===== src/rtl/fp_mul_pkg.sv =====
// Shared float-format constants, id-width helper and in-flight tag type.
// Latency: n/a (declarations only).
// Backpressure: n/a.
package fp_mul_pkg;

  localparam int EXPONENT_WIDTH = 8;
  localparam int MANTISSA_WIDTH = 23;
  localparam int FP_W           = EXPONENT_WIDTH + MANTISSA_WIDTH + 1;
  localparam int BIAS           = (1 << (EXPONENT_WIDTH - 1)) - 1;

  // Widest id the tag can carry; covers up to 16 requesters.
  localparam int TAG_ID_W = 4;

  // Requester-index width, never narrower than one bit.
  function automatic int id_width(input int n);
    return (n > 1) ? $clog2(n) : 1;
  endfunction

  typedef struct packed {
    logic                valid;
    logic [TAG_ID_W-1:0] id;
  } tag_t;

endpackage


===== src/rtl/rr_arbiter.sv =====
// Round-robin grant over N requesters, search starts at the pointer and wraps.
// Latency: grant is combinational from req; pointer updates on the advance edge.
// Backpressure: a requester holds req until it sees its grant bit.
module rr_arbiter #(
  parameter int N = 4
) (
  input  logic         clk,
  input  logic         rst_n,
  input  logic [N-1:0] req,
  input  logic         advance,
  output logic [N-1:0] grant
);
  import fp_mul_pkg::*;

  localparam int PW = id_width(N);

  logic [PW-1:0] ptr;
  logic [PW-1:0] gidx;
  logic          found;

  // First requester at or after ptr (with wrap) wins.
  always_comb begin
    grant = '0;
    gidx  = '0;
    found = 1'b0;
    for (int k = 0; k < N; k++) begin
      if (!found && req[(int'(ptr) + k) % N]) begin
        found = 1'b1;
        gidx  = PW'((int'(ptr) + k) % N);
        grant[(int'(ptr) + k) % N] = 1'b1;
      end
    end
  end

  // Move the pointer just past the winner so it has lowest priority next.
  always_ff @(posedge clk or negedge rst_n) begin
    if (!rst_n) begin
      ptr <= '0;
    end else if (advance) begin
      ptr <= (int'(gidx) == N - 1) ? '0 : gidx + PW'(1);
    end
  end

endmodule


===== src/rtl/fp_mul_arbiter.sv =====
// Shares one registered float multiplier among NUM_REQ requesters, routing products back by id.
// Latency: MUL_LAT+1 cycles from handshake edge to res_valid; one issue per cycle.
// Backpressure: per-requester valid/ready on issue; results are never stalled.
module fp_mul_arbiter #(
  parameter int  NUM_REQ        = 4,
  parameter int  EXPONENT_WIDTH = 8,
  parameter int  MANTISSA_WIDTH = 23,
  parameter int  MUL_LAT        = 1,
  localparam int FP_W           = EXPONENT_WIDTH + MANTISSA_WIDTH + 1,
  localparam int ID_W           = fp_mul_pkg::id_width(NUM_REQ)
) (
  input  logic                        clk,
  input  logic                        rst_n,
  input  logic [NUM_REQ-1:0]          req_valid,
  output logic [NUM_REQ-1:0]          req_ready,
  input  logic [NUM_REQ*FP_W-1:0]     req_a,
  input  logic [NUM_REQ*FP_W-1:0]     req_b,
  output logic [FP_W-1:0]             mul_a,
  output logic [FP_W-1:0]             mul_b,
  input  logic                        mul_sign,
  input  logic [EXPONENT_WIDTH-1:0]   mul_exponent,
  input  logic [MANTISSA_WIDTH-1:0]   mul_prod,
  output logic [NUM_REQ-1:0]          res_valid,
  output logic [FP_W-1:0]             res_data,
  output logic [ID_W-1:0]             res_id,
  output logic                        busy
);
  import fp_mul_pkg::*;

  logic [NUM_REQ-1:0] grant;
  logic               handshake;
  logic [ID_W-1:0]    grant_id;
  logic [FP_W-1:0]    grant_a;
  logic [FP_W-1:0]    grant_b;
  tag_t               tag_q [MUL_LAT+1];

  rr_arbiter #(.N(NUM_REQ)) u_arb (
    .clk     (clk),
    .rst_n   (rst_n),
    .req     (req_valid),
    .advance (handshake),
    .grant   (grant)
  );

  assign req_ready = grant;
  assign handshake = |grant;

  // Encode the one-hot grant and select the winner's operands.
  always_comb begin
    grant_id = '0;
    grant_a  = '0;
    grant_b  = '0;
    for (int i = 0; i < NUM_REQ; i++) begin
      if (grant[i]) begin
        grant_id = ID_W'(i);
        grant_a  = req_a[i*FP_W +: FP_W];
        grant_b  = req_b[i*FP_W +: FP_W];
      end
    end
  end

  // Issue operands and walk the id tag alongside the multiplier pipeline.
  always_ff @(posedge clk or negedge rst_n) begin
    if (!rst_n) begin
      mul_a <= '0;
      mul_b <= '0;
      for (int k = 0; k <= MUL_LAT; k++) begin
        tag_q[k] <= '0;
      end
    end else begin
      if (handshake) begin
        mul_a <= grant_a;
        mul_b <= grant_b;
      end
      tag_q[0] <= '{valid: handshake, id: TAG_ID_W'(grant_id)};
      for (int k = 1; k <= MUL_LAT; k++) begin
        tag_q[k] <= tag_q[k-1];
      end
    end
  end

  // Capture the product when its tag reaches the multiplier output stage.
  always_ff @(posedge clk or negedge rst_n) begin
    if (!rst_n) begin
      res_valid <= '0;
      res_data  <= '0;
      res_id    <= '0;
    end else if (tag_q[MUL_LAT].valid) begin
      res_valid <= NUM_REQ'(1) << tag_q[MUL_LAT].id;
      res_id    <= tag_q[MUL_LAT].id[ID_W-1:0];
      res_data  <= {mul_sign, mul_exponent, mul_prod};
    end else begin
      res_valid <= '0;
    end
  end

  // Busy while anything is in flight or a result is being presented.
  always_comb begin
    busy = |res_valid;
    for (int k = 0; k <= MUL_LAT; k++) begin
      busy = busy | tag_q[k].valid;
    end
  end

endmodule


===== config.mk =====
export PLATFORM = sky130hd
export DESIGN_NAME = fp_mul_arbiter
export DESIGN_NICKNAME = d
export VERILOG_FILES = /design/src/rtl/fp_mul_pkg.sv /design/src/rtl/rr_arbiter.sv /design/src/rtl/fp_mul_arbiter.sv
export SDC_FILE = /design/constraint.sdc
export NUM_CORES = 1
export LEC_CHECK = 0
export ABC_CLOCK_PERIOD_IN_PS = 3400
export BUFFER_PORTS_ARGS = -buffer_cell sky130_fd_sc_hd__buf_2
export CAP_MARGIN = 10
export CORE_AREA = 4 4 154 156
export CTS_BUF_LIST = sky130_fd_sc_hd__clkbuf_2 sky130_fd_sc_hd__clkbuf_4 sky130_fd_sc_hd__clkbuf_8
export DETAILED_ROUTE_END_ITERATION = 7
export DIE_AREA = 0 0 158 160
export GPL_TIMING_DRIVEN = 0
export PLACE_DENSITY_LB_ADDON = 0.1
export SLEW_MARGIN = 20
export SYNTH_ARGS = -nofsm -noshare
export SYNTH_HDL_FRONTEND = slang
export SYNTH_SLANG_ARGS = --single-unit

===== constraint.sdc =====
create_clock -name clk -period 3.4 [get_ports clk]
set_input_delay 0 -clock clk [delete_from_list [all_inputs] [get_ports clk]]
set_output_delay 0 -clock clk [all_outputs]
set_load 0.02 [all_outputs]

After elaboration in Yosys (flattened, before gate mapping)
Cells that the tools add are included.
Widths: inputs -> output; s select.
- output and inout bits: 107
- word-level logic and storage cells: 90
- register bits after elaboration: 110
- input bits: 294
- shift-type cells: 1
- $add $sub $neg: 4
- reduce and logical (&&, ||, !) cells: 15
- eq/ne operators: 1
- multiplexer cells: 43
- bitwise operators: 8
- magnitude comparators: 8
- operators with widths (cell ; number):
    $mux 32 ; 8
    $mux 4 ; 5
    $mux 1 ; 15
    $mux 2 ; 7
    $lt 3x4->1 const B ; 3
    $or 4x4->4 ; 3
    $ge 3x1->1 const B ; 3
    $bmux 1 s2 ; 4
    $demux 1 s2 ; 4
    $reduce_or 4->1 ; 2
    $logic_and 1x1->1 ; 7
    $reduce_or 2->1 ; 3
    $add 2x1->2 const B ; 2
    $add 2x2->2 const B ; 2
    $shl 1x2->4 const A ; 1
    $and 1x1->1 const A ; 3
    $logic_not 1->1 ; 3
    $lt 2x3->1 const B ; 1
    $eq 2x1->1 const B ; 1
    $ge 2x1->1 const B ; 1
    $or 1x1->1 ; 2

Longest topological paths before layout
- word-level depth: 18
- depth in mapped cells: 15
- depth with buffers taken out: 10

Hierarchy
A second synthesis with hierarchy kept.
- cells, all modules: 599
- area, all modules: 6299.8 um^2
- modules (own cells, without submodules) (module ; sequential area each (um^2) ; times used ; area each (um^2) ; cells each):
    fp_mul_arbiter ; 2702.6 ; 1 ; 5750.5 ; 538
    rr_arbiter ; 50.0 ; 1 ; 549.3 ; 61

Worst setup path after synthesis
OpenSTA, ideal clock, no wires.
- path type: register -> register
- start: register with a tool-made name
- end: register mul_b[4]
- period minus slack after synthesis: 3.510 ns
- library setup time: 0.077 ns
- arrival time: 3.433 ns
- path buffers: 4
- data required time: 3.323 ns
- slack: -0.110 ns
- cell stages (with the launch flop): 15
- cell sequence: dfrtp_1 -> buf_4 -> buf_2 -> inv_1 -> ha_1 -> clkbuf_1 -> mux4_2 -> nor4b_2 -> and2_1 -> nor3_4 -> inv_2 -> nor4_4 -> buf_6 -> a221oi_2 -> a21oi_1
- RTL lines (what ; RTL line ; source):
    end signal: assignment ; fp_mul_arbiter.sv:73 ; mul_b <= grant_b;
    end: declaration ; fp_mul_arbiter.sv:19 ; output logic [FP_W-1:0] mul_b,

Worst setup path after layout
- start: register u_arb.ptr[1]
- end: register mul_b[29]
- cells in the longest elaborated chain, start to end: 17
- elaborated cells between the ends (all ways): 61
- RTL lines (what ; RTL line ; source):
    start: declaration ; rr_arbiter.sv:17 ; logic [PW-1:0] ptr;
    start signal: assignment ; rr_arbiter.sv:40 ; ptr <= (int'(gidx) == N - 1) ? '0 : gidx + PW'(1);
    $add 2x1->2 ; rr_arbiter.sv:27, rr_arbiter.sv:30 ;
    $reduce_or 2->1 (no source line) ; - ;
    $and 1x1->1 (no source line) ; - ;
    $lt 3x4->1 (implied by the code) or $ge 3x1->1 (tied branches) ; rr_arbiter.sv:30 ; grant[(int'(ptr) + k) % N] = 1'b1;
    $logic_and 1x1->1 (implied by the code) ; rr_arbiter.sv:30 ;
    $mux 1 (implied by the code) ; rr_arbiter.sv:30 ;
    $demux 1 s2 ; - ;
    $or 4x4->4 (no source line) ; - ;
    $mux 4 ; rr_arbiter.sv:27 ; if (!found && req[(int'(ptr) + k) % N]) begin
    $or 4x4->4 (no source line) ; - ;
    $mux 4 ; rr_arbiter.sv:27 ;
    $or 4x4->4 (no source line) ; - ;
    $mux 4 * ; rr_arbiter.sv:27 ;
    $mux 32 (4 in a row) ; fp_mul_arbiter.sv:54 ; if (grant[i]) begin
Every way passes the cells marked *; elsewhere a longest branch is shown, timed or not. The select of a mux whose other input is x is not followed.
A chain may end at the register's enable or synchronous reset.

==> reports/metrics.csv <==
metric;value;unit
Placed Area;9370;sq um
Comb power frac;0.769;
power after layout;14.0;mW
IO Pins;401;
DRC violations left;0;
Seq pwr share;0.173;
CP required;3.72;ns
post-synthesis compound-gate area fraction;0.277;
CTS Buf Count;9;
vias in the first global route;8509;
Seq cells post-synth;110;
element type at the critical path start;flip-flop;
Avg Cell Area, Syn;10.1;sq um
total track usage;0.235;
ys flop type;dfrtp_1;
worst-path cell chain;buf_6, clkinvlp_4, ha_4, buf_6, mux4_2, nor4b_4, buf_4, and2_4, nor3_4, inv_4, nor4_4, buf_6, clkbuf_16, a221oi_2, a21oi_1;
CTS Sinks;110;
DR vias/cell;5.17;
Setup crit end kind;flip-flop;
CTS H-tree depth;3;
Starting Density;0.312;
Die X-Extent;158;um
wire length per cell;20.2;um
CTS tree;yes;
clock buffer depth;2;
Final setup viols;0;
finished layout cell area;11500;sq um
die span in y;160;um
Mapped Cells;687;
Fin Setup TNS;0;ns
outcome;completed;
worst reg-to-reg path cell count;15;
DR pass1 iterations;5;
Post-Syn Area;6970;sq um
Distinct cells, synth;42;
Iteration-0 DRC Markers;422;
yosys warns;0;
Fin Hold WS;0.0144;ns
post-synthesis mux area share;0.0736;
Post-synth ARST share;1.00;
Setup Crit Path Kind;reg2reg;
gr ovfl total;0;
Max Fclk;304;MHz
number of antenna violations at the first check in global routing;5;
Layout Nets;1571;
clock power share;0.057;
fin crit share;0.967;
Inst Count DP;1373;
largest family of logic cells by synthesized area;compound AO/OA/AOI/OAI gates;
min Tclk post-route;3.29;ns
Post-Place Setup Slack;-1.02;ns
RePlAce Congestion;0.879;
Slew Viols, Final;0;
Clk pin slew, worst setup/hold paths;0.12;ns
largest net degree at the start of global routing;73;
Sw Share;0.509;
Syn-to-layout area delta;65.7;%
Post-DRT Antenna Nets;0;
Final WS setup;0.112;ns
clock root buffer;clkbuf_8;
Layout Cells excl Fill;1565;
CP Data Arrival Time;3.61;ns
Crit path largest cell delay;0.43;ns
Port Buffers;400;
adder-cell share of the synthesized area;0.0108;
Leakage;5.43;nW
final WL;31700;um
Util after Layout;0.516;
vias;8088;
clock skew;0.0135;ns
Slew @ Worst Pin;0.676;ns
die area;25300;sq um
final-report hold violation count;0;
Power Density;1210;nW/um^2
most frequent CP cell;buf_6;
most frequent cells in the layout;buf_2, dlygate4sd3_1, dfrtp_1;
worst-skew pair later-pin latency;0.39;ns
Max Cap Violations;0;
Hold Crit Class;in2reg;
maximum vdd ir drop;0.000570;V
EDFF count, synth;0;
Post-Synth XOR/XNOR Area;0.00251;
share of layout cells above drive strength 1;0.487;
hold depth;4;
commonest non-fill, non-tap cell in the layout;buf_2;
Seq/Total Area, Yosys;0.395;
syn nets;987;
first-pass GRT wire length;46500;um
Core Area;22400;sq um
critical path fanouts, max;6;
cell row count;55;
Internal;6.85;mW
Simple-Gate Fraction of Synth Area;0.185;
Max stage delay cell, worst path;nor4_4;
Relative slew margins;0.549;
total net switching power;7.10;mW
Detail Placement HPWL;22900;um
[synthesized netlist by cell type (3+ instances only)]
master | count | share of area
o221ai_1 | 5 | 0.0063
mux4_2 | 4 | 0.013
a221oi_2 | 60 | 0.13
dfrtp_1 | 110 | 0.39
nor2_1 | 67 | 0.036
a221oi_1 | 4 | 0.0050
nand2_1 | 21 | 0.011
inv_2 | 3 | 0.0016
mux2i_1 | 4 | 0.0057
buf_6 | 6 | 0.0097
o21ai_0 | 5 | 0.0036
buf_2 | 17 | 0.012
inv_1 | 5 | 0.0027
a21oi_1 | 65 | 0.047
mux2_2 | 34 | 0.055
ha_1 | 6 | 0.011
buf_1 | 11 | 0.0059
and2_1 | 66 | 0.059
nand4_1 | 65 | 0.058
o2bb2ai_1 | 63 | 0.079
clkbuf_1 | 41 | 0.022
[kinds of logic after synthesis]
logic type	count (synthesis)
and+or+nand+nor	234
DFF	110
xor gates and xnor gates	2
AOI/OAI and AO/OA	208
muxes	42
adders and majority gates	6
buffers and inverters	85
[final timing paths]
check | from | end | slack [ns]
max in group asynchronous | rst_n | mul_b[1] | 2.60
setup / recovery | u_arb.ptr[1] | mul_b[29] | 0.11
hold reg to reg | tag_q[5] | tag_q[0] | 0.36
min in group asynchronous | rst_n | res_data[27] | 0.07
hold / removal | req_a[86] | mul_a[22] | 0.01
setup reg to reg | u_arb.ptr[1] | mul_b[29] | 0.11
[area by class of cell]
cell class,count,area (sq um)
Fill cell,2088,10800
Multi-Input combinational cell,492,3890
Timing Repair Buffer,574,3760
Sequential cell,110,2750
Buffer,76,547
Tap cell,285,357
Clock buffer,9,124
Clock inverter,7,67.6
Inverter,8,40.0
Antenna cell,4,10.0
[flip-flops by register name, summed over array words and instances, names as in the netlist, named ones only]
name	count
tag_q	6
res_valid	4
mul_a	32
res_data	32
u_arb.ptr	1
res_id	2
mul_b	32
[routing by layer]
| metal | up-vias | part of all wire | GRT usage |
|---|---|---|---|
| met2 | 394 | 0.49 | 0.413 |
| met3 | 83 | 0.074 | 0.0528 |
| li1 | 3803 | - | - |
| met4 | 2 | 0.038 | 0.0896 |
| met5 | - | 0.00038 | 0 |
| met1 | 3806 | 0.39 | 0.275 |
[power by group through the flow]
stage	sequential, mW	clock [mW]	combinational [mW]
after floorplan	3.14	0	5.97
after global placement	2.42	0	9.49
after detailed placement	2.44	0	9.55
after CTS	2.41	0.832	10.2
after global routing	2.49	0.877	11.7
final	2.42	0.797	10.7
[critical path: cells and delay by family, from the launching register on]
kind | cells | cell delay (ns)
mux | 1 | 0.30
buf+inv | 7 | 1.01
flops | 1 | 0.39
simple gates | 4 | 1.02
compound gates | 2 | 0.21
fa+ha+maj | 1 | 0.29
[timing repair]
item                                    in CTS  in global routing
endpoints found under the setup margin      73                 68
cloned                                       0                  5
setup buffers                               10                 16
resized for setup                           69                 33
hold buffers                               142                  1
endpoints found under the hold margin      206                  1
pin swaps                                    5                 32
No activity file was read; power rests on OpenSTA's default activity.
